==> src/rtl/mips_pkg.sv <==
// Shared helpers for the MIPS branch predictor: saturating counter arithmetic,
// weak-state constants and PC index/tag slicing.
package mips_pkg;

   // Largest representable counter value for a counter of width w.
   function automatic logic [31:0] ctr_max(input int unsigned w);
      return (w >= 32) ? 32'hFFFF_FFFF : ((32'd1 << w) - 32'd1);
   endfunction

   // Saturating increment of a w-bit counter held in the low bits of v.
   function automatic logic [31:0] ctr_inc(input logic [31:0] v, input int unsigned w);
      return (v >= ctr_max(w)) ? ctr_max(w) : (v + 32'd1);
   endfunction

   // Saturating decrement, floor at zero.
   function automatic logic [31:0] ctr_dec(input logic [31:0] v);
      return (v == 32'd0) ? 32'd0 : (v - 32'd1);
   endfunction

   // Weakly taken: MSB set, all lower bits clear.
   function automatic logic [31:0] weak_taken(input int unsigned w);
      return 32'd1 << (w - 1);
   endfunction

   // Weakly not-taken: one below weakly taken.
   function automatic logic [31:0] weak_not_taken(input int unsigned w);
      return weak_taken(w) - 32'd1;
   endfunction

   // Table index: word-aligned PC bits just above the byte offset.
   function automatic logic [31:0] pc_idx(input logic [63:0] pc, input int unsigned idx_w);
      return 32'((pc >> 2) & ((64'd1 << idx_w) - 64'd1));
   endfunction

   // Tag: the tag_w bits immediately above the index.
   function automatic logic [31:0] pc_tag(input logic [63:0] pc, input int unsigned idx_w,
                                          input int unsigned tag_w);
      return 32'((pc >> (idx_w + 2)) & ((64'd1 << tag_w) - 64'd1));
   endfunction

endpackage

==> src/rtl/mips_satctr.sv <==
// Single saturating up/down counter with parallel load. Resets to weakly
// not-taken. Load has priority over inc, inc over dec.
module mips_satctr
   import mips_pkg::*;
#(
   parameter int unsigned WIDTH = 2
) (
   input  logic             clk,
   input  logic             reset,
   input  logic             inc,
   input  logic             dec,
   input  logic             load,
   input  logic [WIDTH-1:0] load_val,
   output logic [WIDTH-1:0] value
);

   logic [WIDTH-1:0] value_d, value_q;

   // Next counter value.
   always_comb begin
      value_d = value_q;
      if (load) begin
         value_d = load_val;
      end else if (inc) begin
         value_d = WIDTH'(ctr_inc(32'(value_q), WIDTH));
      end else if (dec) begin
         value_d = WIDTH'(ctr_dec(32'(value_q)));
      end
   end

   // Counter state register.
   always_ff @(posedge clk or negedge reset) begin
      if (!reset) begin
         value_q <= WIDTH'(weak_not_taken(WIDTH));
      end else begin
         value_q <= value_d;
      end
   end

   assign value = value_q;

endmodule

==> src/rtl/mips_bpred.sv <==
// Direct-mapped dynamic branch predictor beside the IF stage.
// Combinational lookup on the fetch PC; one training update per cycle from the
// resolving stage. Optional statistics counters when BPRED_STATS_EN is defined.
module mips_bpred
   import mips_pkg::*;
#(
   parameter int unsigned ADDR_WIDTH = 32,
   parameter int unsigned ENTRIES    = 16,
   parameter int unsigned CTR_WIDTH  = 2,
   parameter int unsigned TAG_WIDTH  = 8
) (
   input  logic                  clk,
   input  logic                  reset,
   input  logic                  lookup_valid,
   input  logic [ADDR_WIDTH-1:0] lookup_pc,
   output logic                  pred_hit,
   output logic                  pred_taken,
   output logic [ADDR_WIDTH-1:0] pred_target,
   input  logic                  update_valid,
   input  logic [ADDR_WIDTH-1:0] update_pc,
   input  logic                  update_taken,
   input  logic [ADDR_WIDTH-1:0] update_target,
   input  logic                  update_pred_taken,
   input  logic                  flush_all
`ifdef BPRED_STATS_EN
   ,
   output logic [31:0]           stat_updates,
   output logic [31:0]           stat_mispredicts
`endif
);

   localparam int unsigned IDX_W = $clog2(ENTRIES);

   logic [ENTRIES-1:0]                valid_q;
   logic [TAG_WIDTH-1:0]              tag_q    [ENTRIES];
   logic [ADDR_WIDTH-1:0]             target_q [ENTRIES];
   logic [ENTRIES-1:0][CTR_WIDTH-1:0] ctr_val;

   logic [IDX_W-1:0]     lk_idx, up_idx;
   logic [TAG_WIDTH-1:0] lk_tag, up_tag;
   logic                 lk_hit, up_hit;

   assign lk_idx = IDX_W'(pc_idx(64'(lookup_pc), IDX_W));
   assign lk_tag = TAG_WIDTH'(pc_tag(64'(lookup_pc), IDX_W, TAG_WIDTH));
   assign up_idx = IDX_W'(pc_idx(64'(update_pc), IDX_W));
   assign up_tag = TAG_WIDTH'(pc_tag(64'(update_pc), IDX_W, TAG_WIDTH));

   // Lookup reads pre-update state; no bypass from a same-cycle update.
   always_comb begin
      lk_hit      = lookup_valid && valid_q[lk_idx] && (tag_q[lk_idx] == lk_tag);
      pred_hit    = lk_hit;
      pred_taken  = lk_hit && ctr_val[lk_idx][CTR_WIDTH-1];
      pred_target = pred_taken ? target_q[lk_idx] : '0;
   end

   assign up_hit = valid_q[up_idx] && (tag_q[up_idx] == up_tag);

   // One counter per entry; flush suppresses any training in that cycle.
   for (genvar i = 0; i < ENTRIES; i++) begin : g_ctr
      logic sel;
      assign sel = update_valid && !flush_all && (up_idx == IDX_W'(i));

      mips_satctr #(
         .WIDTH (CTR_WIDTH)
      ) u_ctr (
         .clk      (clk),
         .reset    (reset),
         .inc      (sel && up_hit && update_taken),
         .dec      (sel && up_hit && !update_taken),
         .load     (sel && !up_hit && update_taken),
         .load_val (CTR_WIDTH'(weak_taken(CTR_WIDTH))),
         .value    (ctr_val[i])
      );
   end

   // Valid/tag/target state: any taken update (hit or allocate) writes the entry.
   always_ff @(posedge clk or negedge reset) begin
      if (!reset) begin
         valid_q <= '0;
         for (int i = 0; i < ENTRIES; i++) begin
            tag_q[i]    <= '0;
            target_q[i] <= '0;
         end
      end else if (flush_all) begin
         valid_q <= '0;
      end else if (update_valid && update_taken) begin
         valid_q[up_idx]  <= 1'b1;
         tag_q[up_idx]    <= up_tag;
         target_q[up_idx] <= update_target;
      end
   end

`ifdef BPRED_STATS_EN
   // Saturating statistics; unaffected by flush.
   always_ff @(posedge clk or negedge reset) begin
      if (!reset) begin
         stat_updates     <= '0;
         stat_mispredicts <= '0;
      end else if (update_valid) begin
         if (stat_updates != 32'hFFFF_FFFF) begin
            stat_updates <= stat_updates + 32'd1;
         end
         if ((update_taken != update_pred_taken) && (stat_mispredicts != 32'hFFFF_FFFF)) begin
            stat_mispredicts <= stat_mispredicts + 32'd1;
         end
      end
   end
`else
   logic unused_pred_taken;
   assign unused_pred_taken = update_pred_taken;
`endif

endmodule

==> config.mk <==
export PLATFORM = sky130hd
export DESIGN_NAME = mips_bpred
export DESIGN_NICKNAME = d
export VERILOG_FILES = /design/src/rtl/mips_pkg.sv /design/src/rtl/mips_satctr.sv /design/src/rtl/mips_bpred.sv
export SDC_FILE = /design/constraint.sdc
export NUM_CORES = 1
export LEC_CHECK = 0
export BUFFER_PORTS_ARGS = -buffer_cell sky130_fd_sc_hd__buf_4
export CAP_MARGIN = 20
export CORE_MARGIN = 4
export CORE_UTILIZATION = 45
export CTS_CLUSTER_DIAMETER = 120
export CTS_CLUSTER_SIZE = 25
export DETAILED_ROUTE_END_ITERATION = 10
export PLACE_DENSITY = 0.71
export SKIP_CTS_REPAIR_TIMING = 1
export SLEW_MARGIN = 20
export SYNTH_ARGS = -nofsm -noshare
export SYNTH_HDL_FRONTEND = slang
export SYNTH_SLANG_ARGS = --single-unit
==> constraint.sdc <==
create_clock -name clk -period 3.57 [get_ports clk]
set_input_delay 0.1785 -clock clk [delete_from_list [all_inputs] [get_ports clk]]
set_output_delay 0.1785 -clock clk [all_outputs]
set_load 0.01 [all_outputs]
### Yosys cells after proc, flatten, opt, wreduce, memory -nomap -nowiden

Index checks and enable logic that the tools add are counted.

* logic and storage cells: 372
* output and inout bits: 34
* input port bits: 103
* register bits: 688

* $lt $le $gt $ge: 22
* add/subtract/negate cells: 32
* bitwise operators: 4
* multiplexer cells: 106
* eq/ne operators: 17
* reduce and logical (&&, ||, !) cells: 142

Operators by type and width (number)
* $bwmux W512: 1
* $mux W2: 81
* $bmux W32 S4: 1
* $bwmux W128: 1
* $demux W32 S4: 1
* $mux W32: 4
* $logic_and A1 B1 Y1: 104
* $bmux W8 S4: 2
* $reduce_bool A3 Y1: 16
* $mux W8: 5
* $add A2 B1 Y2 const B: 16
* $demux W8 S4: 1
* $eq A4 B4 Y1 const B: 8
* $ge A2 B2 Y1 const B: 16
* $logic_not A2 Y1: 16
* $mux W16: 2
* $sub A2 B1 Y2 const B: 16
* $eq A4 B3 Y1 const B: 4
* $eq A8 B8 Y1: 2
* $or A16 B16 Y16: 1
* $ge A5 B5 Y1 const B: 2
* $lt A4 B5 Y1 const B: 2
* $not A4 Y5: 2
* $bmux W1 S4: 2
* 12 further kinds: 17

### Depth between registers and ports, before layout

* depth in word-level cells: 11
* gate-level depth with buffers: 13
* gate-level depth less buffers: 7

### Modules after synthesis

From an unflattened synthesis, not the netlist that was laid out.

* cell total of the unflattened synthesis: 2975
* area, all modules: 33686.1 µm²

By module, submodules not included
* mips_bpred: cells each 2767, seq. area each 16415.7 µm², area each 31784.2 µm², instances 1
* mips_satctr: cells each 13, seq. area each 51.3 µm², area each 118.9 µm², instances 16

### Worst setup path before layout

Ideal clock, no wire load.

* path kind: in2out
* start point: input port lookup_pc[3]
* end point: output port pred_target[13]
* slack: 0.344 ns
* required time: 3.391 ns
* path buffers: 5
* data arrival time: 3.047 ns
* stages: 10
* cells stage by stage: buf_2 -> buf_1 -> clkbuf_1 -> buf_1 -> mux4_2 -> xnor2_1 -> nand4_1 -> or4b_4 -> buf_6 -> nor2b_1

* longest elaborated chain between the ends: 8
* elaborated cells on any way between the ends: 16
* those cells by class: eq/ne (1); mux (11); bitwise (1); reduce/logical (3)

Ends and longest elaborated chain
* start, declared: RTL line mips_bpred.sv:15 `input logic [ADDR_WIDTH-1:0] lookup_pc,`
* $not A4 Y5 (not written as such): RTL line mips_bpred.sv:50, mips_bpred.sv:53
* $bmux W8 S4: RTL line mips_bpred.sv:50 `lk_hit = lookup_valid && valid_q[lk_idx] && (tag_q[lk_idx] == lk_tag);`
* $mux W8 (not written as such) (2 in series): RTL line mips_bpred.sv:50
* $eq A8 B8 Y1: RTL line mips_bpred.sv:50
* $logic_and A1 B1 Y1: RTL line mips_bpred.sv:50
* $logic_and A1 B1 Y1: RTL line mips_bpred.sv:52 `pred_taken = lk_hit && ctr_val[lk_idx][CTR_WIDTH-1];`
* $mux W32 (*): RTL line mips_bpred.sv:53 `pred_target = pred_taken ? target_q[lk_idx] : '0;`
* end, declared: RTL line mips_bpred.sv:18 `output logic [ADDR_WIDTH-1:0] pred_target,`

Mark *: on every way between the ends. The rest lies on a longest branch, timed or not. The select of a mux whose other input is x is not followed.

### Worst setup path in the final report

* start point: register tag_q[78] (netlist bit)
* end point: output port pred_target[1]

* longest elaborated chain between the ends: 7

Ends and longest elaborated chain
* start, declared: RTL line mips_bpred.sv:35 `logic [TAG_WIDTH-1:0] tag_q [ENTRIES];`
* start signal, assigned by index: RTL line mips_bpred.sv:88 `tag_q[up_idx] <= up_tag;`
* $bmux W8 S4: RTL line mips_bpred.sv:50
* $mux W8 (not written as such) (2 in series): RTL line mips_bpred.sv:50
* $eq A8 B8 Y1: RTL line mips_bpred.sv:50
* $logic_and A1 B1 Y1: RTL line mips_bpred.sv:50
* $logic_and A1 B1 Y1: RTL line mips_bpred.sv:52
* $mux W32: RTL line mips_bpred.sv:53

Every way passes these cells. The select of a mux whose other input is x is not followed.

==> flow_summary.toml <==
[outcome]
status = "complete, but fails checks"
violations = "setup timing"

[timing]
max_freq_ghz = 0.250
holdWs_ps = 73.9
rsz0062_at_grt = "true"
fin_ws_ps = -433
tightest_slew_ps = 988
setup_violations = 33
hold_violations = 0
skew_ps = 23.4
post-route-min-period_ps = 4000
slew_viol_final = 0
relSlewSlack_pct = 34.1
tns_ps = -13150
min_period_over_period_pct = 112

[setup_path]
critPathCaptureType = "primary output"
path_class = "reg2out"
rrSetupSlack_ps = 640
cp.required_ps = 3390
timing.rr.start = "tag_q[40]"
crit_chain = "mux4_2 -> mux4_2 -> xor2_1 -> or4_4 -> or4b_4 -> buf_12 -> nor2b_2 -> buf_4 -> buf_4"
crit_path_start_kind = "flop"
critical-path-slowest-cell = "or4b_4"
path_max_fanout = 4
worstPathArrival_ps = 3820
rr_endpoint = "g_ctr[1].u_ctr.value[0]"
r2r_cells = 7
critPathMaxStageDelay_ps = 570

[floorplan]
core.rowCount = 98
io_pins = 137
initial_core_util_pct = 45.8
die-area_um2 = 77600
die-height_um = 279
core_region_area_um2 = 72000
fp.dieW_um = 279

[global_route]
antenna_found_initial = 5
grt_usage_pct = 21.1
grt_pass1_vias = 21100
grt_pass1_wl_um = 129000
grt_start_max_net_pins = 121
grt-ovfl-total = 0

[clocking]
clk_pin_slew_ps = 110
cts_buffers = 31
cts_tree = "built"
htreeDepth = 1
clock_sinks = 688
insertion_delay_ps = 640
cts_root_buffer = "clkbuf_16"
cts_buffer_depth = 3

[job]
max_cap_violations = 0

[place]
post-dp-hpwl_um = 48100
gp_congestion = 0.789
io_buffer_count = 95

[layout]
drive_gt1_share_pct = 49.0
multi_input_area_um2 = 15000
regArea_um2 = 17200
syn_to_final_growth_pct = 10.4
nFillCells = 5838
num-nets-final = 2341

[pwr]
p_leak_uw = 0.0164
total_power_uw = 16100
power_density_nw_per_um2 = 441
ir_worst_vdd_mv = 0.478

[logic_synthesis]
async_flop_share_pct = 100
ys_seq_area_share_pct = 52.3
ys_ff_latch = 688
synthCells = 2187
avgSynthCellArea_um2 = 15.1
netlist_area_um2 = 32900
synth_area_leaders = "dfrtp_1 51%, mux2_2 21%, mux4_2 16%"
yosysWarnings = 0
ys.flop_type = "dfrtp_1"
synth.top_cell.area_share_pct = 51.0
yosysUniqueCellTypes = 46
syn_nets = 2290
synth_edf_count = 0
yosys.area.top_type = "dfrtp_1"

[detailed_routing]
postRouteAntennaNets = 0
drt-pass1-iter-count = 4
vias_per_cell = 6.06
dr.first_iter.drc_count = 1782
drt_drc_violations_left = 0
wl_um = 81800
wl_per_cell_um = 25.5
vias = 19500

[hold_path]
hp-class = "in2async"
[sequential cells by signal, indices dropped and copies added, names as in the netlist]
register and cells:
target_q 512, g_ctr.u_ctr.value 32, tag_q 128, valid_q 16
[stage by stage]
step                      worst slack (ps)  area (um^2)  std cells  utilization, %
after floorplan                        344        32900       2187               -
after CTS                             -751        35800       3163            49.8
after global placement                -106        34900       3106            48.5
after global routing                  -497        36400       3214            50.5
after detailed placement             -86.1        34900       3106            48.5
final                                 -433        36400       3214            50.5
[Yosys cell counts, drive strengths merged (4+ instances only)]
master and count:
nor2 30, o21ai 22, a221o 16, mux2 601
nor4b 11, xnor2 8, inv 17, nand4b 4
o31ai 14, a22oi 18, buf 41, a21o 27
mux2i 29, clkbuf 154, and3 4, mux4 241
nand3 6, nor3 22, or3 4, dfrtp 672
nand2 145, nor2b 54, xor2 5, dfstp 16
[area by class of cell]
type / count / share of cell area (%)
diodes: 2 / 0.0138
multi-input cells: 1287 / 41.4
well taps: 950 / 3.27
clock inverters: 1 / 0.0447
repair buffers: 213 / 5.32
inverters: 17 / 0.179
clock buffers: 56 / 2.39
flip-flops and latches: 688 / 47.4
[critical path, delay by kind of cell, from the launching register on]
family	cells	cell delay, ps
and+or+nand+nor	3	1200
muxes	2	960
xor gates and xnor gates	1	180
DFF	1	420
buffers and inverters	3	410
[power by group]
group / total, uW / leakage, uW / switching (uW) / internal, uW
combinational: 2630 / 0.00690 / 1060 / 1580
clock: 4120 / 0.000418 / 2460 / 1670
sequential: 9300 / 0.00905 / 539 / 8760
[cell families after synthesis]
group,Yosys count,share of synthesized area [%]
compound gates,107,2.38
xor+xnor,13,0.346
buf+inv,212,2.58
flops,688,52.3
mux,871,37.9
simple gates,296,4.48
[worst max path at each step]
stage / start / end / slack, ps
final: tag_q[78] / pred_target[1] / -430
after detailed placement: lookup_pc[2] / pred_target[1] / -90
after global routing: tag_q[78] / pred_target[6] / -500
after floorplan: lookup_pc[3] / pred_target[13] / 340
after CTS: tag_q[78] / pred_target[1] / -750
after global placement: lookup_pc[2] / pred_target[1] / -110
[per-layer routing]
layer	track usage [%]	wire, um
met3	2.95	3640
met1	29.0	34900
met5	0	22
met4	4.85	1650
met2	36.1	41600
[cell usage in the layout (no fill, tap or decap), types with 2 or more instances in the layout]
| master | instances |
|---|---|
| and2_1 | 2 |
| and3_1 | 4 |
| buf_12 | 17 |
| xor2_1 | 5 |
| nand2_1 | 145 |
| diode_2 | 2 |
| clkbuf_1 | 25 |
| nor2b_1 | 28 |
| a21oi_1 | 3 |
| a211oi_1 | 2 |
| nor3_1 | 22 |
| o31ai_1 | 14 |
| buf_8 | 2 |
| mux2_2 | 601 |
| or3_1 | 4 |
| dfstp_2 | 16 |
| buf_4 | 151 |
| nor2_4 | 12 |
| o32ai_1 | 2 |
| nor2b_2 | 25 |
| clkbuf_16 | 31 |
| dlygate4sd3_1 | 42 |
| nand4b_1 | 4 |
| dfrtp_1 | 672 |
| nor4b_1 | 11 |
| a21o_1 | 27 |
| mux2i_1 | 29 |
| nor2_1 | 18 |
| nor4bb_1 | 2 |
| a221o_1 | 16 |
| nand4_1 | 2 |
| inv_1 | 16 |
| nand3_4 | 4 |
| o21ai_0 | 22 |
| xnor2_1 | 8 |
| nor3b_1 | 3 |
| a22oi_1 | 18 |
| mux4_2 | 241 |
Power figures use the tool's default switching activity.
